## config.mk

```make
export PLATFORM = sky130hd
export DESIGN_NAME = as_pipeline_stall_ctrl
export DESIGN_NICKNAME = d
export VERILOG_FILES = /design/src/rtl/as_pipeline_stall_ctrl.sv
export SDC_FILE = /design/constraint.sdc
export NUM_CORES = 1
export LEC_CHECK = 0
export CAP_MARGIN = 20
export CORE_UTILIZATION = 30
export CTS_CLUSTER_DIAMETER = 30
export CTS_CLUSTER_SIZE = 28
export DETAILED_ROUTE_END_ITERATION = 16
export SETUP_SLACK_MARGIN = 0.15
export SLEW_MARGIN = 15
export SYNTH_ARGS = -nofsm -noshare
export SYNTH_HDL_FRONTEND = slang
export SYNTH_SLANG_ARGS = --single-unit
```

## constraint.sdc

```tcl
create_clock -name clk_i -period 2.5 [get_ports clk_i]
set_clock_uncertainty 0.2 [all_clocks]
set_input_delay 0.25 -clock clk_i [delete_from_list [all_inputs] [get_ports clk_i]]
set_output_delay 0.25 -clock clk_i [all_outputs]
set_load 0.01 [all_outputs]
```

## src/rtl/as_pipeline_stall_ctrl.sv

```systemverilog
// Stall/bubble controller for the 5-stage RV64I pipeline.
// Handles the two hazards the bypass network cannot hide: load-use (one
// bubble into ID/EX) and data-memory wait (whole-pipe freeze), with a
// consecutive-wait watchdog and a saturating stall-cycle counter.
module as_pipeline_stall_ctrl #(
    parameter int unsigned REG_ADDR_W = 5,
    parameter int unsigned CNT_W      = 32,
    parameter int unsigned MAX_WAIT   = 255
) (
    input  logic                  clk_i,
    input  logic                  rst_n_i,
    input  logic                  id_ex_mem_rd_i,
    input  logic [REG_ADDR_W-1:0] id_ex_reg_rd_i,
    input  logic [REG_ADDR_W-1:0] if_id_reg_rs1_i,
    input  logic [REG_ADDR_W-1:0] if_id_reg_rs2_i,
    input  logic                  if_id_rs1_used_i,
    input  logic                  if_id_rs2_used_i,
    input  logic                  ex_mem_mem_req_i,
    input  logic                  dmem_ack_i,
    output logic                  pc_wr_o,
    output logic                  if_id_wr_o,
    output logic                  id_ex_wr_o,
    output logic                  id_ex_flush_o,
    output logic                  ex_mem_wr_o,
    output logic                  mem_wb_flush_o,
    output logic [CNT_W-1:0]      stall_cnt_o,
    output logic                  timeout_o
);

    // Wait counter only ever holds 0 .. MAX_WAIT-1.
    localparam int unsigned WAIT_W = (MAX_WAIT < 2) ? 1 : $clog2(MAX_WAIT);

    typedef enum logic [1:0] {
        ST_RUN,
        ST_LU_STALL,
        ST_MEM_WAIT,
        ST_ERR
    } state_e;

    state_e              state_q;
    logic [WAIT_W-1:0]   wait_cnt_q;
    logic [CNT_W-1:0]    stall_cnt_q;
    logic                timeout_q;

    logic                rs1_hit;
    logic                rs2_hit;
    logic                load_use;
    logic                freeze;
    logic                bubble;
    logic                wait_last;
    logic                mem_pending;

    // Hazard detection and freeze/bubble decision for the current cycle.
    always_comb begin
        rs1_hit     = if_id_rs1_used_i && (if_id_reg_rs1_i == id_ex_reg_rd_i);
        rs2_hit     = if_id_rs2_used_i && (if_id_reg_rs2_i == id_ex_reg_rd_i);
        load_use    = id_ex_mem_rd_i && (id_ex_reg_rd_i != '0) && (rs1_hit || rs2_hit);
        mem_pending = ex_mem_mem_req_i && !dmem_ack_i;
        freeze      = ((state_q == ST_RUN) && mem_pending)
                   || ((state_q == ST_MEM_WAIT) && !dmem_ack_i)
                   || (state_q == ST_ERR);
        // Freeze wins; a pending load-use bubble is taken on the first unfrozen cycle.
        bubble      = !freeze && load_use && (state_q != ST_LU_STALL);
        wait_last   = (wait_cnt_q == WAIT_W'(MAX_WAIT - 1));
    end

    // Controller state, wait watchdog, stall counter and sticky timeout.
    always_ff @(posedge clk_i or negedge rst_n_i) begin
        if (!rst_n_i) begin
            state_q     <= ST_RUN;
            wait_cnt_q  <= '0;
            stall_cnt_q <= '0;
            timeout_q   <= 1'b0;
        end else begin
            if ((freeze || bubble) && (stall_cnt_q != '1)) begin
                stall_cnt_q <= stall_cnt_q + CNT_W'(1);
            end

            if (state_q == ST_ERR) begin
                state_q <= ST_ERR;
            end else if (freeze) begin
                if (wait_last) begin
                    state_q   <= ST_ERR;
                    timeout_q <= 1'b1;
                end else begin
                    state_q    <= ST_MEM_WAIT;
                    wait_cnt_q <= wait_cnt_q + WAIT_W'(1);
                end
            end else begin
                wait_cnt_q <= '0;
                // A bubble taken in the ack cycle of a wait still needs LU_STALL
                // so the held ID instruction is not bubbled a second time.
                if (bubble) begin
                    state_q <= ST_LU_STALL;
                end else if ((state_q == ST_LU_STALL) && mem_pending) begin
                    state_q <= ST_MEM_WAIT;
                end else begin
                    state_q <= ST_RUN;
                end
            end
        end
    end

    // Mealy pipeline-register controls; reset forces a safe held/flushed pipe.
    always_comb begin
        pc_wr_o        = 1'b1;
        if_id_wr_o     = 1'b1;
        id_ex_wr_o     = 1'b1;
        id_ex_flush_o  = 1'b0;
        ex_mem_wr_o    = 1'b1;
        mem_wb_flush_o = 1'b0;
        if (!rst_n_i) begin
            pc_wr_o        = 1'b0;
            if_id_wr_o     = 1'b0;
            id_ex_wr_o     = 1'b0;
            id_ex_flush_o  = 1'b1;
            ex_mem_wr_o    = 1'b0;
            mem_wb_flush_o = 1'b1;
        end else if (freeze) begin
            pc_wr_o        = 1'b0;
            if_id_wr_o     = 1'b0;
            id_ex_wr_o     = 1'b0;
            ex_mem_wr_o    = 1'b0;
            mem_wb_flush_o = 1'b1;
        end else if (bubble) begin
            pc_wr_o        = 1'b0;
            if_id_wr_o     = 1'b0;
            id_ex_flush_o  = 1'b1;
        end
    end

    assign stall_cnt_o = stall_cnt_q;
    assign timeout_o   = timeout_q;

endmodule
```

---- Word-level counts from Yosys, hierarchy flattened ----
Index checks and enable logic that the tools add are counted.
operators by class
  reduce and logical (&&, ||, !) cells .... 21
  mux-type cells .......................... 17
  eq/ne operators ......................... 9
  bitwise gates (word level) .............. 1
  $add $sub $neg .......................... 2
operators by type and width
  operator                                                               number
  32-bit by 1-bit adder with 32-bit output, second input constant        1
  32-bit != test, second input constant                                  1
  8-bit 2-to-1 mux                                                       2
  1-bit logical AND                                                      11
  1-bit 2-to-1 mux                                                       11
  5-bit equality test                                                    2
  8-bit by 1-bit adder with 8-bit output, second input constant          1
  8-bit equality test, second input constant                             1
  2-bit 2-to-1 mux                                                       4
  5-bit nonzero test                                                     1
  2-bit equality test, second input constant                             2
  1-bit logical OR                                                       4
  3-bit AND reduction                                                    1
  2-bit by 1-bit equality test with 1-bit output, second input constant  1
  1-bit logical NOT                                                      2
  2-bit logical NOT                                                      1
  2-bit by 1-bit != test with 1-bit output, second input constant        1
  2-bit != test, second input constant                                   1
  2-bit AND reduction                                                    1
  1-bit inverter                                                         1
word-level totals
  logic and storage cells ................. 54
  input bits .............................. 22
  flip-flop bits (word level) ............. 43

---- Logic depth before layout (Yosys ltp) ----
Gate-level depths: netlist (run 1).
  depth in word-level cells ............... 11
  gate-level depth with buffers ........... 9

---- Worst setup path before layout (run 1) ----
Ideal clock, no wire load.
  kind .................................... register -> register
  from .................................... register stall_cnt_q[16] (netlist: stall_cnt_o[16])
  to ...................................... register stall_cnt_q[1] (netlist: stall_cnt_o[1])
  arrival ................................. 2.006 ns
  required time ........................... 2.175 ns
  cell stages (with the launch flop) ...... 8
  setup slack ............................. 0.169 ns
  cell sequence ........................... dfrtp_1 nand3_1 nor3_1 and3_1 and3_1 a22o_4 buf_4 mux2_2
between the ends
  word-level cells in the longest chain between the ends .. 2
RTL lines
  element                 line  text
  start, declared         42    logic [CNT_W-1:0] stall_cnt_q;
  start signal, assigned  76    stall_cnt_q <= stall_cnt_q + CNT_W'(1);
  32-bit != test          75    if ((freeze || bubble) && (stall_cnt_q != '1)) begin
  1-bit logical AND       75
No other way between the ends.
A chain may end at the register's enable or synchronous reset.

---- Final worst setup path (run 1) ----
  from .................................... input port id_ex_reg_rd_i[2]
  to ...................................... register stall_cnt_q[0] (netlist: stall_cnt_o[0])
between the ends
  word-level cells in the longest chain between the ends .. 8
  elaborated cells between the ends (all ways) .. 12
  classes of those cells .................. eq/ne (2); reduce/logical (10)
RTL lines
  element                                 line    text
  start, declared                         13      input logic [REG_ADDR_W-1:0] id_ex_reg_rd_i,
  5-bit equality test (on tied branches)  55, 56
  1-bit logical AND (on tied branches)    55, 56
  1-bit logical OR                        57      load_use = id_ex_mem_rd_i && (id_ex_reg_rd_i != '0) && (rs1_hit || rs2_hit);
  1-bit logical AND (*)                   57
  1-bit logical AND (*) (2 in a row)      63      bubble = !freeze && load_use && (state_q != ST_LU_STALL);
  1-bit logical OR (*)                    75
  1-bit logical AND (*)                   75
Mark *: on every way between the ends. The rest lies on a longest branch, timed or not.

==> results of run 1 <==
==> metrics by stage <==
stage          instance area (um2)  setup slack (ps)  hold slack, ps  utilization [%]
6_report                      3460               236             274             47.7
5_1_grt                       3460               109             304             47.7
4_1_cts                       3370               158             283             46.4
3_5_place_dp                  3150              -340             212             43.4
3_3_place_gp                  3150              -293             213             43.4
2_1_floorplan                 2260               169            -246                -
==> Yosys cell counts, types with 2 or more instances <==
master    n
nor3_2    2
buf_4     3
xor2_1   39
a21oi_1   4
or2_2     2
and4_1    2
nor3_1   12
nand2_1  23
dfrtp_1  43
nor4_1    6
inv_1     9
nor4_4    2
buf_2     2
nand3_1  15
and3_1    5
and2_1    2
nor2b_1   2
xnor2_1   8
nand4_1   5
nor2_1   21
ha_1      3
==> final timing paths <==
check | endpoint | depth (start not counted) | slack [ps]
worst max-delay path | stall_cnt_o[0] | 11 | 240
worst min-delay path | timeout_o | 1 | 270
worst max register to register | stall_cnt_o[5] | 9 | 240
worst min register to register | timeout_o | 1 | 270
max in group asynchronous | stall_cnt_o[26] | 3 | 1330
min in group asynchronous | timeout_o | 3 | 400
==> critical path, stage by stage <==
cell	delay, ps
dlygate4sd2_1	270
xor2_1	170
nor4_2	290
nand3_1	100
a21o_1	220
buf_6	130
a22o_4	280
buf_12	150
buf_6	130
buf_4	130
xnor2_1	110
==> area by class of cell <==
class                   instances  area, um2
flip-flops and latches         43       1080
multi-input cells             167       1270
inverters                       9       33.8
well taps                      99        124
repair buffers                 93        871
clock inverters                 1       5.00
clock buffers                   7       76.3
fillers                       703       3800
==> power by group through the flow <==
stage / clock network, W / registers (W) / logic [W]
after floorplan: 0 / 0.000913 / 0.000168
after global placement: 0 / 0.000893 / 0.000478
after detailed placement: 0 / 0.000890 / 0.000488
after CTS: 0.000442 / 0.000879 / 0.000511
after global routing: 0.000473 / 0.000895 / 0.000564
final: 0.000425 / 0.000879 / 0.000517
==> layout by cell type (no fill, tap or decap), drive strengths merged, types with 2 or more instances in the layout <==
cell type	instances
and4	2
xor2	39
nor2b	2
nand4	6
buf	33
a22o	2
dfrtp	43
or2	2
nand3	15
nand2	23
a21oi	4
dlygate4sd2	11
xnor2	8
clkbuf	7
nor2	22
dlymetal6s2s	6
nor3	14
ha	3
clkdlybuf4s50	41
inv	9
nor4	9
and3	5
and2	2
==> per-layer routing <==
metal,vias up,track usage (%)
li1,953,-
met1,950,18.8
met2,59,22.7
met3,4,3.92
met4,0,4.40
met5,-,0
==> registers in the layout, indices dropped and copies added (netlist names) <==
name,count
stall_cnt_o,32
timeout_o,1
state_q,2
wait_cnt_q,8
==> cells by family after synthesis <==
| kind of cell | count (synthesis) | synth area share [%] |
|---|---|---|
| simple gates | 103 | 24.6 |
| buf+inv | 15 | 3.43 |
| xor+xnor | 47 | 18.2 |
| mux | 2 | 0.940 |
| fa+ha+maj | 3 | 1.66 |
| compound gates | 11 | 3.60 |
| flops | 43 | 47.6 |
==> what timing repair did <==
item / in CTS / in global routing
hold buffers: 1 / 0
resized for setup: 32 / 24
pin swaps: 8 / 10
endpoints found under the hold margin: 43 / 0
buffers inserted: 3 / 3
endpoints found under the setup margin: 28 / 33
cloned: 1 / 0
==> results_dict.tcl, run 1 <==
set metrics [dict create \
    grt_pass1_wl_mm 8.53 \
    fin_crit_sh_pct 90.6 \
    drive_above_1_share_pct 24.1 \
    maxCapViolations 0 \
    diodes 0 \
    ant_nets 0 \
    endpoint_kind "flop" \
    async_reset_ff_share_pct 100 \
    numCtsBuffers 5 \
    power.density_nw_per_um2 527 \
    rsz0062_at_grt "true" \
    seqPwrFrac_pct 48.3 \
    synthFlopType "dfrtp_1" \
    worst_pin_slew_ps 852 \
    wl_met1_mm 2.46 \
    clock_path_buffers 2 \
    htree_levels 2 \
    peakVddDrop_mv 0.221 \
    clock-sinks 43 \
    wire_per_inst_um 13.2 \
    core-area_um2 7250 \
    drtPass1Iterations 4 \
    met3_wirelength_um 419 \
    fp.dieW_um 88.8 \
    globalplace.congestion 0.731 \
    switchingPower_w 0.000560 \
    die-area_um2 7890 \
    fin_cells 419 \
    cp.arrival_ps 2240 \
    top_layer "met4" \
    layout_min_cycle_time_ps 2260 \
    rows 31 \
    startpoint "id_ex_reg_rd_i[2]" \
    final_nets 344 \
    synth_fp_nets 249 \
    path_clk_slew_ps 80 \
    crit_path_start_kind "primary input" \
    port_buffers 60 \
    first_global_vias 1804 \
    leakage_nw 1.62 \
    synth_cell_types 35 \
    grt_overflow_total 0 \
    final-hold-violation-count 0 \
    yosysWarnings 0 \
    drv_slew 0 \
    drc 0 \
    clk_latency_ps 290 \
    via_per_inst 4.69 \
    routed_wirelength_mm 5.53 \
    setup_violations 0 \
    synth_area_leaders "dfrtp_1 48%, xor2_1 15%, nand2_1 3.8%" \
    cts_root_buffer "clkbuf_8" \
    slew-limit-headroom_pct 43.0 \
    start_util_pct 31.2 \
    cts_tree "done" \
    timing.setup.tns_ps 0 \
    boundaryPins 61 \
    worstReg2RegStart "stall_cnt_o[17]" \
    met2_length_mm 2.59 \
    p_clk_share_pct 23.4 \
    fmax_ghz 0.442 \
    hold_start "timeout_o" \
    min_path_type "reg -> reg" \
    dp.cells 403 \
    syn_area_um2 2260 \
    drt_iter0_drc 90 \
    ys_seq_area_share_pct 47.6 \
    status "complete, no violations" \
    p_sw_share_pct 30.8 \
    num_vias 1966 \
    internal-power_w 0.00126 \
    postSynthCellCount 224 \
    synth_largest_area_cell "dfrtp_1" \
    synth_enable_flop_cells 0 \
    synth_top_cell_area_share_pct 47.6 \
    worstPathMaxFanout 7 \
    antenna_found_initial 0 \
    required_ps 2480 \
    syn_to_final_growth_pct 52.8 \
    die_y_um 88.8 \
    track_usage_pct 14.2 \
    grt_start_max_net_pins 44 \
    ys_ff_latch 43 \
    power_frac_comb_pct 28.4 \
    avgSynthCellArea_um2 10.1 \
    crit_type "in -> reg" \
    dp_hpwl_mm 3.92 \
    totalPowerFinal_w 0.00182 \
]
No activity file was read; power rests on OpenSTA's default activity.
==> inputs of run 2 (changes only) <==
--- a/constraint.sdc
+++ b/constraint.sdc
@@ -4,2 +4,2 @@
 set_output_delay 0.25 -clock clk_i [all_outputs]
-set_load 0.01 [all_outputs]
+set_load 0.05 [all_outputs]
==> run 2 against run 1 <==
  * Die area is the same
  * Core utilization decreased by 2.7 points
  * Sequential power rose by 0.9%
  * Via count fell by 6.6%
  * Non-clock buffer count decreased by 20
  * Cell count shrank 4.8%
  * Clock power grew 4%
  * Sequential share of layout area rose by 2.4 points
  * Worst hold slack gained 6.4 ps
  * Worst setup slack better by 4.9 ps
  * Design area decreased by 5.6%
  * Critical path type unchanged
  * Largest cell class unchanged
  * Largest power group unchanged
  * Highest routed layer unchanged
==> results_dict.tcl, run 2 (same netlist as run 1, synthesis figures left out) <==
set metrics [dict create \
    use_met3_pct 3.92 \
    path_clk_slew_ps 90 \
    routed_wirelength_mm 5.24 \
    worstPathMaxFanout 11 \
    antenna_found_initial 0 \
    grt_pass1_wl_mm 8.76 \
    leakage_nw 1.40 \
    final_nets 324 \
    multi_input_area_um2 1200 \
    crit_type "in -> reg" \
    grt_overflow_total 0 \
    clock-sinks 43 \
    min_path_type "reg -> reg" \
    rsz0062_at_grt "false" \
    cts_root_buffer "clkbuf_8" \
    ant_nets 0 \
    worst_pin_slew_ps 561 \
    drtPass1Iterations 4 \
    drc 0 \
    cts_tree "done" \
    dp.cells 388 \
    htree_levels 2 \
    clk_latency_ps 300 \
    die_y_um 88.8 \
    drive_above_1_share_pct 22.3 \
    power.density_nw_per_um2 636 \
    track_usage_pct 14.6 \
    slew-limit-headroom_pct 62.6 \
    boundaryPins 61 \
    busiest_layer "met2" \
    first_global_vias 1851 \
    status "complete, no violations" \
    fin_crit_sh_pct 90.4 \
    diodes 0 \
    required_ps 2520 \
    start_util_pct 31.2 \
    grt_start_max_net_pins 44 \
    layout_min_cycle_time_ps 2260 \
    setup_violations 0 \
    mostFrequentLayoutCell "clkdlybuf4s50_1" \
    numCtsBuffers 5 \
    drt_iter0_drc 72 \
    totalPowerFinal_w 0.00207 \
    crit_path_start_kind "primary input" \
    fmax_ghz 0.443 \
    drv_slew 0 \
    largest_reg_flops 32 \
    fp.dieW_um 88.8 \
    endpoint_kind "flop" \
    n_fill_cell 736 \
    layout_common_cells "49 x clkdlybuf4s50_1, 39 x xor2_1, 29 x dfrtp_1" \
    dp_hpwl_mm 3.78 \
    maxCapViolations 0 \
    via_per_inst 4.60 \
    globalplace.congestion 0.777 \
    rows 31 \
    clock_path_buffers 2 \
    gr-usage-met1_pct 18.2 \
    peakVddDrop_mv 0.303 \
    core-area_um2 7250 \
    ff_latch_area_um2 1090 \
    num_vias 1837 \
    grtUsageMet2_pct 24.5 \
    cp.arrival_ps 2280 \
    wire_per_inst_um 13.1 \
    die-area_um2 7890 \
    fin_cells 399 \
    port_buffers 60 \
    final-hold-violation-count 0 \
    syn_to_final_growth_pct 44.2 \
]
-- run 2: cell types whose count changed in the layout (fill, tap and decap cells not counted), sizes merged --
cell / before / now
buf: 33 / 19
clkbuf: 7 / 5
clkdlybuf4s15: 1 / 0
clkdlybuf4s50: 41 / 49
clkinvlp: 0 / 2
dlygate4sd2: 11 / 4
dlymetal6s2s: 6 / 0
-- run 2: repair_timing --
action / CTS / global route
setup endpoints to repair: 22 / 20
gates cloned: 1 / 0
pin swaps: 2 / 1
resized for setup: 10 / 6
hold buffers: 1 / 0
buffers inserted: 1 / 0
hold endpoints to repair: 43 / 0
-- run 2: area by class of cell --
class                   instances  share of cell area, %
multi-input cells             167                   36.7
flip-flops and latches         43                   33.5
clock inverters                 3                  0.614
repair buffers                 73                   22.2
well taps                      99                   3.80
clock buffers                   5                   2.11
inverters                       9                   1.04
-- run 2: per-layer routing --
metal,up-vias,share of wire (%)
li1,909,-
met1,879,45
met2,45,47
met3,4,6.7
met4,0,0.82
met5,-,0
-- run 2: final timing paths --
kind / slack [ps] / from / endpoint / depth (start not counted)
setup reg to reg: 300 / stall_cnt_o[16] / stall_cnt_o[1] / 6
hold reg to reg: 280 / stall_cnt_o[7] / stall_cnt_o[7] / 1
hold / removal: 280 / stall_cnt_o[7] / stall_cnt_o[7] / 1
setup / recovery: 240 / if_id_reg_rs2_i[4] / stall_cnt_o[29] / 8
min in group asynchronous: 410 / rst_n_i / timeout_o / 3
max in group asynchronous: 1270 / rst_n_i / stall_cnt_o[17] / 3
-- run 2: per-stage QoR --
step | hold WS [ps] | instance area (um2) | setup WS, ps | setup TNS, ps | util, %
global route | 288 | 3260 | 144 | 0 | 45.0
global placement | 222 | 3100 | -253 | -5090 | 42.7
detailed placement | 216 | 3100 | -308 | -5590 | 42.7
finish | 280 | 3260 | 241 | 0 | 45.0
CTS | 286 | 3240 | 156 | 0 | 44.6
floorplan | -246 | 2300 | 151 | 0 | -
-- run 2: worst max-delay path, cell delays in order --
cell             delay, ps
clkdlybuf4s50_1        410
xor2_1                 150
nor4_2                 290
nand3_1                120
a21o_4                 250
a22o_4                 310
nor4_2                 320
xor2_1                 170
-- run 2: where the power goes --
part           internal (W)  switching (W)
Sequential         0.000781       0.000106
Combinational      0.000278       0.000469
Clock              0.000194       0.000245
Total               0.00125       0.000821
